<file path="config.mk">
export PLATFORM = sky130hd
export DESIGN_NAME = div_ctrl
export DESIGN_NICKNAME = d
export VERILOG_FILES = /design/src/rtl/div_ctrl.sv
export SDC_FILE = /design/constraint.sdc
export NUM_CORES = 1
export LEC_CHECK = 0
export BUFFER_PORTS_ARGS = -buffer_cell sky130_fd_sc_hd__buf_2
export CAP_MARGIN = 40
export CORE_MARGIN = 4
export CORE_UTILIZATION = 48
export DETAILED_ROUTE_END_ITERATION = 10
export GPL_TIMING_DRIVEN = 0
export HOLD_SLACK_MARGIN = 0.02
export PLACE_DENSITY = 0.65
export SYNTH_ARGS = -nofsm -noshare
export SYNTH_HDL_FRONTEND = slang
export SYNTH_SLANG_ARGS = --single-unit
</file>
<file path="constraint.sdc">
create_clock -name clk_in -period 6 [get_ports clk_in]
set_input_delay 0.3 -clock clk_in [delete_from_list [all_inputs] [get_ports clk_in]]
set_output_delay 0.3 -clock clk_in [all_outputs]
set_load 0.02 [all_outputs]
</file>
<file path="src/rtl/div_ctrl.sv">
// Runtime clock-enable divider controller: holds the active ratio, takes new ratios
// over valid/ready and applies them only at period boundaries.
module div_ctrl #(
  parameter int unsigned W           = 27,
  parameter int unsigned DEFAULT_DIV = 100_000_000
) (
  input  logic         clk_in,
  input  logic         rst_n,
  input  logic         en,
  input  logic         cfg_valid,
  input  logic [W-1:0] cfg_div,
  output logic         cfg_ready,
  output logic         cfg_err,
  output logic         tick,
  output logic         clk_out,
  output logic         busy
);

  typedef enum logic [1:0] {IDLE, RUN, PEND} state_t;

  localparam logic [W-1:0] ONE     = W'(1);
  localparam logic [W-1:0] TWO     = W'(2);
  localparam logic [W-1:0] DEF_DIV = W'(DEFAULT_DIV);

  state_t       state_q, state_d;
  logic [W-1:0] cnt_q, cnt_d;
  logic [W-1:0] div_q, div_d;
  logic [W-1:0] pend_q, pend_d;
  logic         tick_d, err_d, clk_d, busy_d, ready_d;
  logic         xfer, cfg_ok, term;

  always_ff @(posedge clk_in or negedge rst_n) begin
    if (!rst_n) begin
      state_q   <= IDLE;
      cnt_q     <= '0;
      div_q     <= DEF_DIV;
      pend_q    <= '0;
      tick      <= 1'b0;
      clk_out   <= 1'b0;
      cfg_err   <= 1'b0;
      cfg_ready <= 1'b1;
      busy      <= 1'b0;
    end else begin
      state_q   <= state_d;
      cnt_q     <= cnt_d;
      div_q     <= div_d;
      pend_q    <= pend_d;
      tick      <= tick_d;
      clk_out   <= clk_d;
      cfg_err   <= err_d;
      cfg_ready <= ready_d;
      busy      <= busy_d;
    end
  end

  always_comb begin
    state_d = state_q;
    cnt_d   = cnt_q;
    div_d   = div_q;
    pend_d  = pend_q;
    tick_d  = 1'b0;
    xfer    = cfg_valid && cfg_ready;
    cfg_ok  = (cfg_div >= TWO);
    err_d   = xfer && !cfg_ok;
    term    = (cnt_q == div_q - ONE);
    unique case (state_q)
      IDLE: begin
        cnt_d = '0;
        if (xfer && cfg_ok) div_d = cfg_div;
        if (en) state_d = RUN;
      end
      RUN: begin
        if (!en) begin
          state_d = IDLE;
          cnt_d   = '0;
          if (xfer && cfg_ok) div_d = cfg_div;
        end else begin
          // Wrap uses the old ratio even when a new one arrives on terminal count.
          if (term) begin
            cnt_d  = '0;
            tick_d = 1'b1;
          end else begin
            cnt_d = cnt_q + ONE;
          end
          if (xfer && cfg_ok) begin
            pend_d  = cfg_div;
            state_d = PEND;
          end
        end
      end
      PEND: begin
        if (!en) begin
          state_d = IDLE;
          cnt_d   = '0;
          div_d   = pend_q;
        end else if (term) begin
          state_d = RUN;
          cnt_d   = '0;
          div_d   = pend_q;
          tick_d  = 1'b1;
        end else begin
          cnt_d = cnt_q + ONE;
        end
      end
      default: begin
        state_d = IDLE;
        cnt_d   = '0;
      end
    endcase
  end

  // Outputs are computed from next-state values so the registered copies line up with cnt.
  always_comb begin
    busy_d  = (state_d != IDLE);
    ready_d = (state_d != PEND);
    clk_d   = (state_d != IDLE) && (cnt_d >= (div_d >> 1));
  end

endmodule

</file>
==> implementation parameters <==
Parameter                              Value

Detailed routing
  Wire length after detailed routing ... 19.1 mm
  Detailed-route via count ... 5600
  Violation count after the first detailed-route iteration ... 470
  Routed Antenna Nets ... 0
  Number of design rule violations left after detail routing ... 0
  Vias/cell ... 6.41
  Detailed Routing Iterations Pass 1 ... 7
  WL per Instance ... 21.9 um

Floorplan
  Count of boundary I/O pins ... 36
  Horizontal die dimension ... 122 um
  DIE HEIGHT ... 122 um
  Core region area ... 12700 um^2
  Site row count ... 41
  Effective utilization at floorplan ... 49.1%
  Area enclosed by the die boundary ... 14900 um^2

Critical path
  Worst endpoint required time ... 6.22 ns
  Startpoint Class ... flip-flop
  Classification of the worst setup path ... flip-flop to flip-flop
  Data arrival time of the critical path ... 6.03 ns
  Maximum fanout along the worst path ... 10
  Type of element capturing the critical path ... flip-flop

Synth
  Average cell area after synthesis ... 9.62 um^2
  Most area-hungry cell type in the Yosys netlist ... dfrtp_1
  Post-synth cell types ... 67
  Warnings from Yosys ... 0
  Sequential element share of the synthesized area ... 35.6%
  Largest cells by area after synthesis ... dfrtp_1 (30%), ha_1 (6.6%), dfstp_2 (5.5%)
  Post-synthesis cell area ... 6220 um^2
  Count of flip-flops with a built-in enable after synthesis ... 0
  Net count after synthesis ... 711
  Area share of the leading cell type in the synthesized netlist ... 30.2%
  Gate count of the mapped netlist ... 647
  FF+latch count, synth ... 88
  Ys async rst share ... 100%
  Flip-flop cell with the highest count after synthesis ... dfrtp_1

Power and ir drop
  Static power due to leakage ... 0.00291 uW
  Ratio of total power to cell area ... 461 nW/um^2
  Final total power ... 3210 uW
  IR drop worst, VDD ... 0.260 mV

Timing
  Min cycle time layout ... 5.81 ns
  Max Slew Vio Count ... 0
  Worst slack on hold paths ... 0.195 ns
  Setup Viol. Count Final ... 0
  Share of the cycle needed by the critical path after routing ... 96.8%
  Worst-margin pin slew ... 0.847 ns
  Clock skew ... 0.00599 ns
  Highest clock rate ... 172 MHz
  Relative slew margins ... 43.3%
  Final Hold Fails ... 0
  Final setup margin ... 0.192 ns
  RSZ-0062 raised after global routing ... false
  Total negative slack ... 0 ns

Layout
  Fraction of final layout cells sized beyond drive strength 1 ... 17.5%
  Most frequent cells in the layout ... dfrtp_1 (75), nor2_1 (51), buf_2 (41)
  Number of fill cells in the layout ... 1140
  Count of nets after finishing ... 760
  Most frequent standard cell in the layout excluding fill and tap cells ... dfrtp_1
  Area growth from synthesis to final layout ... 12.0%
  Antenna diode count ... 0

Clock network
  CTS tree ... built
  Clock slew seen by the registers of the worst setup and hold paths ... 0.07 ns
  Number of buffers created by CTS ... 9
  Clock Sinks ... 88
  Clock Root Buffer ... clkbuf_16
  Maximum buffer depth of the clock tree ... 2
  Level count of the clock H-tree ... 3
  Later-pin clock latency in the skew report ... 0.35 ns

Status
  Outcome ... complete, no violations

Placement
  Post-placement setup slack ... 0.0235 ns
  Last weighted congestion value of the routability-driven placer ... 0.987
  Number of port buffers ... 35
  Post-DP HPWL ... 14.6 mm

Run
  Number of max-cap violations ... 0

Global routing
  Global-route total usage across every layer ... 26.8%
  Largest net degree at the start of global routing ... 66
  Final global-route overflow total ... 0
  Initial antenna violation count ... 0
  Wire length of the first global-routing pass ... 30.3 mm
  Via count of the first global-routing pass ... 5387

Min path
  Hold crit path type ... input pin to flip-flop
area by class of cell:
type / count / area [um^2] / area share (%)
inverter: 17 / 63.8 / 0.915
clock buffer: 11 / 243 / 3.48
multi-input combinational: 497 / 3750 / 53.8
buffer: 45 / 216 / 3.10
sequential: 88 / 2220 / 31.8
clock inverter: 5 / 42.5 / 0.610
tap: 172 / 215 / 3.09
timing repair buffer: 38 / 223 / 3.19
flip-flops by register name (all words and copies together), names as in the netlist:
name / flops
cfg_ready: 1
clk_out: 1
cfg_err: 1
busy: 1
state_q: 2
pend_q: 27
tick: 1
div_q: 27
cnt_q: 27
power breakdown:
group | switching (uW) | internal (uW)
Clock | 259 | 296
Sequential | 154 | 794
Combinational | 1010 | 700
Total | 1420 | 1790
path summary, 6_finish.rpt:
| path | from | end | slack, ns | cells after the start |
|---|---|---|---|---|
| worst max-delay path | div_q[0] | clk_out | 0.19 | 18 |
| worst min-delay path | cfg_valid | cfg_err | 0.19 | 3 |
| worst max register to register | div_q[0] | clk_out | 0.19 | 18 |
| worst min register to register | pend_q[1] | pend_q[1] | 0.50 | 1 |
| max in group asynchronous | rst_n | div_q[23] | 4.92 | 3 |
| min in group asynchronous | rst_n | cnt_q[8] | 0.40 | 2 |
cell usage after synthesis, drive strengths merged, types with 6 or more instances:
cell,number
nand3,21
ha,33
xnor2,26
or4,10
nor3,19
nand4,11
buf,14
o31a,7
dfstp,13
o21ai,14
a221oi,25
a221o,22
a31oi,6
clkbuf,31
or3,7
a21o,7
nand2,27
nor2,51
xor2,29
and3,9
o2bb2ai,10
a2bb2oi,12
mux2,27
and2,16
a21oi,24
dfrtp,75
inv,17
nor4,19
logic make-up after synthesis:
logic type,after synthesis,share of synthesized area [%]
compound gates,167,21.6
flops,88,35.6
xor+xnor,56,8.10
simple gates,211,18.1
mux,30,5.37
buf+inv,62,4.48
fa+ha+maj,33,6.63
worst max-delay path, stage by stage, from the launching register on:
cell	delay [ns]
dfrtp_1	0.48
inv_1	0.18
ha_1	0.24
or4b_1	0.60
or4_1	0.51
a211oi_1	0.37
nor3_1	0.12
and4b_1	0.37
and2_1	0.22
a31oi_1	0.14
clkbuf_2	0.29
a221oi_1	0.45
ha_1	0.32
a2111oi_0	0.35
o21ai_0	0.16
a221o_1	0.35
a31oi_1	0.24
a21o_1	0.21
a221oi_2	0.07
metrics by stage:
stage	instance area [um^2]	std cells	util, %
after global routing	6970	873	55.0
after detailed placement	6650	855	52.4
after floorplan	6220	647	-
final	6970	873	55.0
after CTS	6950	872	54.8
after global placement	6620	854	52.2
routing by layer:
metal | global-route usage (%) | part of all wire, % | vias up
met5 | 0 | 0 | -
met4 | 10.2 | 2.6 | 0
met3 | 3.06 | 5.8 | 34
met2 | 41.8 | 46 | 233
met1 | 38.3 | 45 | 2749
li1 | - | - | 2584
repair_timing:
| item | CTS | global route |
|---|---|---|
| pin swaps | 0 | 1 |
| gates resized for setup | 1 | 7 |
| setup buffers | 0 | 1 |
| endpoints found under the setup margin | 1 | 1 |
| hold buffers | 1 | 0 |
| hold endpoints to repair | 20 | 0 |
(Power assumes the default switching activity.)
